$ cat src/rtl/pipelined_carry_adder.sv
// W-bit add/subtract unit whose carry chain is cut into STAGES registered chunks.
// It uses a single global pipeline enable for valid/ready flow control.
module pipelined_carry_adder #(
  parameter int W      = 64,
  parameter int STAGES = 4
) (
  input  logic         clk,
  input  logic         rst,
  input  logic         in_valid,
  output logic         in_ready,
  input  logic [W-1:0] a,
  input  logic [W-1:0] b,
  input  logic         cin,
  input  logic         sub,
  output logic         out_valid,
  input  logic         out_ready,
  output logic [W-1:0] sum,
  output logic         cout,
  output logic         ovf
);

  localparam int CW = W / STAGES;

  // Each stage rotates its word right by one chunk. The operand chunk leaves
  // at the bottom and the finished sum chunk enters at the top, so after
  // STAGES rotations the word holds the sum in place.
  logic [W-1:0] r_q [0:STAGES];
  logic [W-1:0] b_q [0:STAGES-1];
  logic         c_q [0:STAGES];
  logic         v_q [0:STAGES];
  logic         ovf_q;

  logic [W-1:0]  r_nx [1:STAGES];
  logic          c_nx [1:STAGES];
  logic          ovf_nx;
  logic [CW-1:0] s_ch;
  logic          advance;

  assign advance   = ~v_q[STAGES] | out_ready;
  assign in_ready  = advance;
  assign out_valid = v_q[STAGES];
  assign sum       = r_q[STAGES];
  assign cout      = c_q[STAGES];
  assign ovf       = ovf_q;

  always_comb begin
    ovf_nx = 1'b0;
    s_ch   = '0;
    for (int unsigned k = 1; k <= STAGES; k++) begin
      {c_nx[k], s_ch} = {1'b0, r_q[k-1][CW-1:0]} + {1'b0, b_q[k-1][CW-1:0]}
                      + {{CW{1'b0}}, c_q[k-1]};
      r_nx[k] = r_q[k-1] >> CW;
      r_nx[k][W-CW +: CW] = s_ch;
      // a^b^s at the MSB recovers the carry into it.
      if (k == STAGES)
        ovf_nx = c_nx[k] ^ r_q[k-1][CW-1] ^ b_q[k-1][CW-1] ^ s_ch[CW-1];
    end
  end

  always_ff @(posedge clk) begin
    if (rst) begin
      for (int unsigned k = 0; k <= STAGES; k++) begin
        r_q[k] <= '0;
        c_q[k] <= 1'b0;
        v_q[k] <= 1'b0;
      end
      for (int unsigned k = 0; k < STAGES; k++) b_q[k] <= '0;
      ovf_q <= 1'b0;
    end else if (advance) begin
      v_q[0] <= in_valid;
      if (in_valid) begin
        r_q[0] <= a;
        b_q[0] <= b ^ {W{sub}};
        c_q[0] <= cin ^ sub;
      end
      for (int unsigned k = 1; k <= STAGES; k++) begin
        r_q[k] <= r_nx[k];
        c_q[k] <= c_nx[k];
        v_q[k] <= v_q[k-1];
      end
      for (int unsigned k = 1; k < STAGES; k++) b_q[k] <= b_q[k-1] >> CW;
      ovf_q <= ovf_nx;
    end
  end

endmodule

$ cat config.mk
export PLATFORM = sky130hd
export DESIGN_NAME = pipelined_carry_adder
export DESIGN_NICKNAME = d
export VERILOG_FILES = /design/src/rtl/pipelined_carry_adder.sv
export SDC_FILE = /design/constraint.sdc
export NUM_CORES = 1
export LEC_CHECK = 0
export ABC_AREA = 1
export CAP_MARGIN = 20
export CORE_MARGIN = 2
export CORE_UTILIZATION = 25
export DETAILED_ROUTE_END_ITERATION = 6
export GPL_TIMING_DRIVEN = 0
export HOLD_SLACK_MARGIN = 0.03
export PLACE_DENSITY = 0.43
export SYNTH_ARGS = -nofsm -noshare
export SYNTH_HDL_FRONTEND = slang
export SYNTH_SLANG_ARGS = --single-unit
$ cat constraint.sdc
create_clock -name clk -period 18.5 [get_ports clk]
set_clock_uncertainty 0.2 [all_clocks]
set_input_delay 3.7 -clock clk [delete_from_list [all_inputs] [get_ports clk]]
set_output_delay 3.7 -clock clk [all_outputs]
set_load 0.05 [all_outputs]
==> results of run 1 <==
[kinds of logic after synthesis]
logic type	Yosys count	synth area share
and+or+nand+nor	714	0.126
buffers and inverters	563	0.108
DFF	491	0.654
AOI/OAI and AO/OA	187	0.0456
adders and majority gates	68	0.0404
xor gates and xnor gates	66	0.0257
[per-layer routing]
metal,global-route usage,up-vias,share of wire,wire length (microns)
met2,0.187,273,0.46,24300
met5,0,-,0.00022,12
li1,-,7134,-,-
met3,0.0212,92,0.045,2410
met1,0.154,6415,0.47,25000
met4,0.0408,2,0.032,1700
[critical path: stages]
cell             delay (ns)
clkdlybuf4s50_1        0.41
nor2_2                 0.31
inv_1                  0.07
clkdlybuf4s50_1        0.70
[sequential cells by signal (all words and copies together) (netlist names)]
name / flops
ovf: 1
c_q: 5
b_q: 160
v_q: 5
r_q: 320
[power by group]
group | internal (mW) | switching (mW) | leakage (nW) | total (mW)
clock | 0.660 | 0.461 | 0.878 | 1.12
sequential | 1.31 | 0.0228 | 5.70 | 1.33
combinational | 0.108 | 0.168 | 5.31 | 0.276
total | 2.07 | 0.652 | 11.9 | 2.73
[area by class of cell]
| type | count | share of cell area |
|---|---|---|
| antenna | 1 | 0.0000891 |
| buffer | 124 | 0.0277 |
| clock buffer | 64 | 0.0502 |
| clock inverter | 39 | 0.0160 |
| inverter | 439 | 0.0587 |
| multi-input combinational | 1035 | 0.192 |
| sequential | 491 | 0.524 |
| tap | 1176 | 0.0524 |
| timing repair buffer | 208 | 0.0788 |
[through the flow]
step           power [mW]   util  hold slack, ns  cell area [sq um]  setup WS [ns]
6_report             2.73  0.314           0.289              28100           9.40
5_1_grt              2.85  0.314           0.314              28100           9.34
4_1_cts              2.78  0.314           0.297              28100           9.38
3_5_place_dp         1.64  0.293           0.287              26200           9.38
3_3_place_gp         1.64  0.290           0.272              26000           1.29
2_1_floorplan        1.52      -           0.319              22500           5.90
[cells in the final DEF, fill, tap and decap left out, types with 7 or more instances in the layout]
master           instances
nand2_2                 11
bufinv_16                8
clkinvlp_4               8
nor2_1                 499
clkbuf_1                15
clkbuf_16               55
nand3_1                 42
inv_1                  434
o21ai_0                 44
ha_1                    60
clkinv_2                 7
edfxtp_1               490
buf_16                   7
buf_4                   67
buf_2                   48
a21o_1                   9
xnor2_1                 65
a21oi_1                101
o21a_1                   7
clkinv_1                11
nand2_1                134
fa_1                     8
clkdlybuf4s50_1        200
[worst max path at each step]
| stage | startpoint | endpoint | slack [ns] | cells after the start |
|---|---|---|---|---|
| 2_1_floorplan | out_ready | b_q[0][100]$_SDFFCE_PN0P_ | 5.90 | 2 |
| 3_3_place_gp | out_ready | b_q[0][70]$_SDFFCE_PN0P_ | 1.29 | 3 |
| 3_5_place_dp | out_ready | in_ready | 9.38 | 4 |
| 4_1_cts | out_ready | in_ready | 9.38 | 4 |
| 5_1_grt | out_ready | in_ready | 9.34 | 4 |
| 6_report | out_ready | in_ready | 9.40 | 4 |
==> results.py, run 1 <==
metrics = {
    "yosys": {
        "syn_area_sq_um": 22500,
        "ys_top_cells_by_count": "nor2_1 (499), edfxtp_1 (490), inv_1 (434), nand2_1 (137), a21oi_1 (101)",
        "yosys.area.top_type": "edfxtp_1",
        "synth_top_area_frac": 0.653,
        "ys_warn_count": 0,
        "synth_seq_area_share": 0.654,
        "syn_nets": 2291,
        "synth_ff_type": "edfxtp_1",
        "synth_edf_count": 490,
        "yosysMostFrequentCell": "nor2_1",
        "synth-seq-cells": 491,
        "yosys.cell_types.count": 38,
        "synthArstFlopShare": 0,
        "syn_area_per_cell_sq_um": 10.8,
        "postSynthCellCount": 2089,
        "synth_area_leaders": "edfxtp_1 (65%), nor2_1 (8.3%), inv_1 (7.2%)",
    },
    "worst_setup_path": {
        "r2r-start": "v_q[4]$_SDFFCE_PN0P_",
        "arrival_ns": 5.20,
        "crit_type": "input pin to output pin",
        "reg2regPathDepth": 8,
        "rr_endpoint": "r_q[0][18]$_SDFFCE_PN0P_",
        "critical_path_peak_fanout": 4,
        "end_kind": "output pin",
        "worstSetupStartpointType": "input pin",
        "required_ns": 14.60,
        "r2r_slack_ns": 15.24,
    },
    "die": {
        "core_area_sq_um": 89600,
        "start_util": 0.251,
        "io_pins": 202,
        "core.rowCount": 110,
        "dieArea_sq_um": 92500,
        "die_w_microns": 304,
        "die_y_microns": 304,
    },
    "drt": {
        "routedWlPerCell_microns": 14.9,
        "drt-pass1-iter-count": 5,
        "routed_via_density": 3.89,
        "drt_iter0_markers": 848,
        "finalWirelength_microns": 53500,
        "vias": 13900,
        "ant_nets": 0,
        "drc": 0,
    },
    "timing": {
        "period_needed_ns": 9.10,
        "hold_violations": 0,
        "finalCritPeriodShare": 0.492,
        "setup_tns_ns": 0,
        "rsz0062_at_grt": "no",
        "max_freq_mhz": 110,
        "tightest_slew_ns": 0.904,
        "drv_slew": 0,
        "slew_headroom": 0.397,
        "setup_viol": 0,
    },
    "flow_run": {
        "cap_violations": 0,
    },
    "clock_network": {
        "cts_buffers": 55,
        "htree_num_levels": 2,
        "cts_buffer_depth": 3,
        "clk_latency_ns": 0.61,
        "cts_tree": "built",
        "ctsResizeCount": 0,
        "post_cts.repair.setup_buffers": 0,
        "cts.sinks": 491,
        "cts_root_buf": "clkbuf_16",
        "ctsHoldBuffers": 0,
        "clkTransAtPathRegs_ns": 0.06,
    },
    "final_layout": {
        "fin_cells": 3577,
        "multi_input_area_sq_um": 5390,
        "area_growth_pct": 24.7,
        "fillers": 9127,
        "seq_area_sq_um": 14700,
        "num-nets-final": 2556,
        "drive_above_1_share": 0.0996,
    },
    "pwr": {
        "power_leakage_nw": 11.9,
        "ir_drop_mv": 0.0482,
        "p_per_area_nw_per_um2": 97.1,
    },
    "placement": {
        "gp_congestion": 0.796,
        "hpwl_microns": 39000,
        "dp_cells": 3473,
        "numPortBuffers": 200,
    },
    "global_route": {
        "grt_pass1_wl_microns": 81900,
        "grt_max_degree": 69,
        "gr-usage-all-layers": 0.115,
        "grt_pass1_vias": 14300,
        "grt-ovfl-total": 0,
        "antenna_found_initial": 5,
    },
    "min_path": {
        "worstHoldStart": "ovf$_SDFFE_PP0N_",
        "hold_path_depth": 2,
        "hold_class": "flip-flop to flip-flop",
        "timing.hold.worst_endpoint": "ovf$_SDFFE_PP0N_",
    },
    "outcome": {
        "status": "completed",
    },
}
Note: power is estimated with default switching activity, not from simulation.
==> run 2: changes to the inputs <==
==> constraint.sdc (replaced) <==
create_clock -name clk -period 9.5 [get_ports clk]
set_clock_uncertainty 0.2 [all_clocks]
set_input_delay 1.9 -clock clk [delete_from_list [all_inputs] [get_ports clk]]
set_output_delay 1.9 -clock clk [all_outputs]
set_load 0.05 [all_outputs]
==> results.py, run 2 (same netlist as run 1, synthesis figures left out) <==
metrics = {
    "timing": {
        "tightest_slew_ns": 0.957,
        "finalCritPeriodShare": 0.585,
        "period_needed_ns": 5.56,
        "hold_violations": 0,
        "hold_slack_ns": 0.303,
        "max_freq_mhz": 180,
        "rsz0062_at_grt": "no",
        "drv_slew": 0,
        "setup_viol": 0,
        "slew_headroom": 0.362,
    },
    "worst_setup_path": {
        "r2r-start": "v_q[4]$_SDFFCE_PN0P_",
        "slowest_delay_ns": 0.71,
        "crit_top_cell": "clkdlybuf4s50_1",
        "worstSetupStartpointType": "input pin",
        "crit_type": "input pin to output pin",
        "required_ns": 7.40,
        "startpoint": "out_ready",
        "arrival_ns": 3.46,
        "end_kind": "output pin",
        "cpMaxStageDelayCell": "clkdlybuf4s50_1",
        "critical_path_peak_fanout": 4,
        "path_cells": "clkdlybuf4s50_1 > nor2_2 > inv_1 > clkdlybuf4s50_1",
    },
    "drt": {
        "routedWlPerCell_microns": 14.9,
        "drc": 0,
        "vias": 14000,
        "drt-pass1-iter-count": 5,
        "finalWirelength_microns": 53300,
        "routed_via_density": 3.92,
        "drt_iter0_markers": 875,
        "ant_nets": 0,
    },
    "pwr": {
        "p_per_area_nw_per_um2": 188,
        "power_leakage_nw": 11.9,
        "ir_drop_mv": 0.100,
    },
    "clock_network": {
        "post_cts.repair.setup_buffers": 0,
        "htree_num_levels": 2,
        "ctsResizeCount": 0,
        "ctsHoldBuffers": 0,
        "clkTransAtPathRegs_ns": 0.05,
        "cts_buffer_depth": 3,
        "cts.sinks": 491,
        "cts_tree": "built",
        "cts_root_buf": "clkbuf_16",
        "cts_buffers": 56,
        "clk_latency_ns": 0.60,
    },
    "global_route": {
        "antenna_found_initial": 4,
        "use_met2": 0.187,
        "gr-usage-all-layers": 0.115,
        "met3_usage": 0.0192,
        "grt_pass1_wl_microns": 82200,
        "grt_pass1_vias": 14500,
        "met1_usage": 0.155,
        "grt_max_degree": 122,
        "busiest_layer": "met2",
        "grt-ovfl-total": 0,
    },
    "final_layout": {
        "reg_top3": "r_q x320, b_q x160",
        "drive_above_1_share": 0.0997,
        "regMostFlops": "r_q",
        "num-nets-final": 2554,
        "layout_commonest_cell": "nor2_1",
        "fillers": 9155,
        "largest_register_ffs": 320,
        "seq_area_sq_um": 14700,
        "multi_input_area_sq_um": 5390,
        "fin_cells": 3574,
        "final_cell_mix": "nor2_1 (499), edfxtp_1 (490), inv_1 (434)",
        "area_growth_pct": 24.2,
    },
    "placement": {
        "numPortBuffers": 200,
        "hpwl_microns": 38700,
        "dp_cells": 3470,
        "gp_congestion": 0.805,
    },
    "die": {
        "core.rowCount": 110,
        "dieArea_sq_um": 92500,
        "start_util": 0.251,
        "die_y_microns": 304,
        "core_area_sq_um": 89600,
        "io_pins": 202,
        "die_w_microns": 304,
    },
    "outcome": {
        "status": "completed",
    },
    "flow_run": {
        "cap_violations": 0,
    },
    "min_path": {
        "hold_class": "flip-flop to flip-flop",
        "worstHoldStart": "ovf$_SDFFE_PP0N_",
    },
}
==> run 2: changes by cell type in the layout (fill, tap and decap cells not counted), sizes merged <==
| cell | delta |
|---|---|
| clkinv | +4 |
| clkinvlp | -5 |
| bufinv | -2 |
| clkbuf | +2 |
| inv | +1 |
| buf | -3 |
==> run 2: worst max-delay path, delay by kind of cell <==
| family | cells | cell delay, ns |
|---|---|---|
| AND/OR/NAND/NOR | 1 | 0.36 |
| buffers and inverters | 3 | 1.20 |
==> run 2: routing by layer <==
| layer | vias up | part of all wire |
|---|---|---|
| li1 | 7125 | - |
| met1 | 6531 | 0.47 |
| met2 | 250 | 0.46 |
| met3 | 94 | 0.039 |
| met4 | 0 | 0.030 |
| met5 | - | 0 |
==> run 2: stage by stage <==
step / setup TNS, ns / utilization / power (mW) / cell area, sq um / setup slack (ns)
2_1_floorplan: 0 / - / 2.96 / 22500 / 2.36
3_3_place_gp: -95.37 / 0.290 / 3.18 / 26000 / -0.326
3_5_place_dp: 0 / 0.292 / 3.18 / 26200 / 3.92
4_1_cts: 0 / 0.312 / 5.36 / 28000 / 3.92
5_1_grt: 0 / 0.312 / 5.51 / 28000 / 3.86
6_report: 0 / 0.312 / 5.27 / 28000 / 3.94
==> run 2: layout make-up <==
class                   count  area share
flip-flops and latches    491       0.527
multi-input cells        1035       0.193
repair buffers            205      0.0765
inverters                 439      0.0589
well taps                1176      0.0526
clock buffers              66      0.0522
plain buffers             124      0.0279
clock inverters            37      0.0123
diodes                      1   0.0000895
==> run 2: path summary, 6_finish.rpt <==
kind                                    to  slack [ns]  depth (start not counted)
setup / recovery                  in_ready        3.94                          4
hold / removal            ovf$_SDFFE_PP0N_        0.30                          2
setup reg to reg  r_q[0][17]$_SDFFCE_PN0P_        6.19                          8
hold reg to reg           ovf$_SDFFE_PP0N_        0.30                          2
==> run 2: power breakdown <==
group          internal [mW]  total (mW)  switching [mW]  leakage [nW]
Combinational          0.210       0.536           0.327          5.26
Clock                   1.26        2.14           0.888         0.890
Sequential              2.54        2.59          0.0454          5.70
Total                   4.01        5.27            1.26          11.9
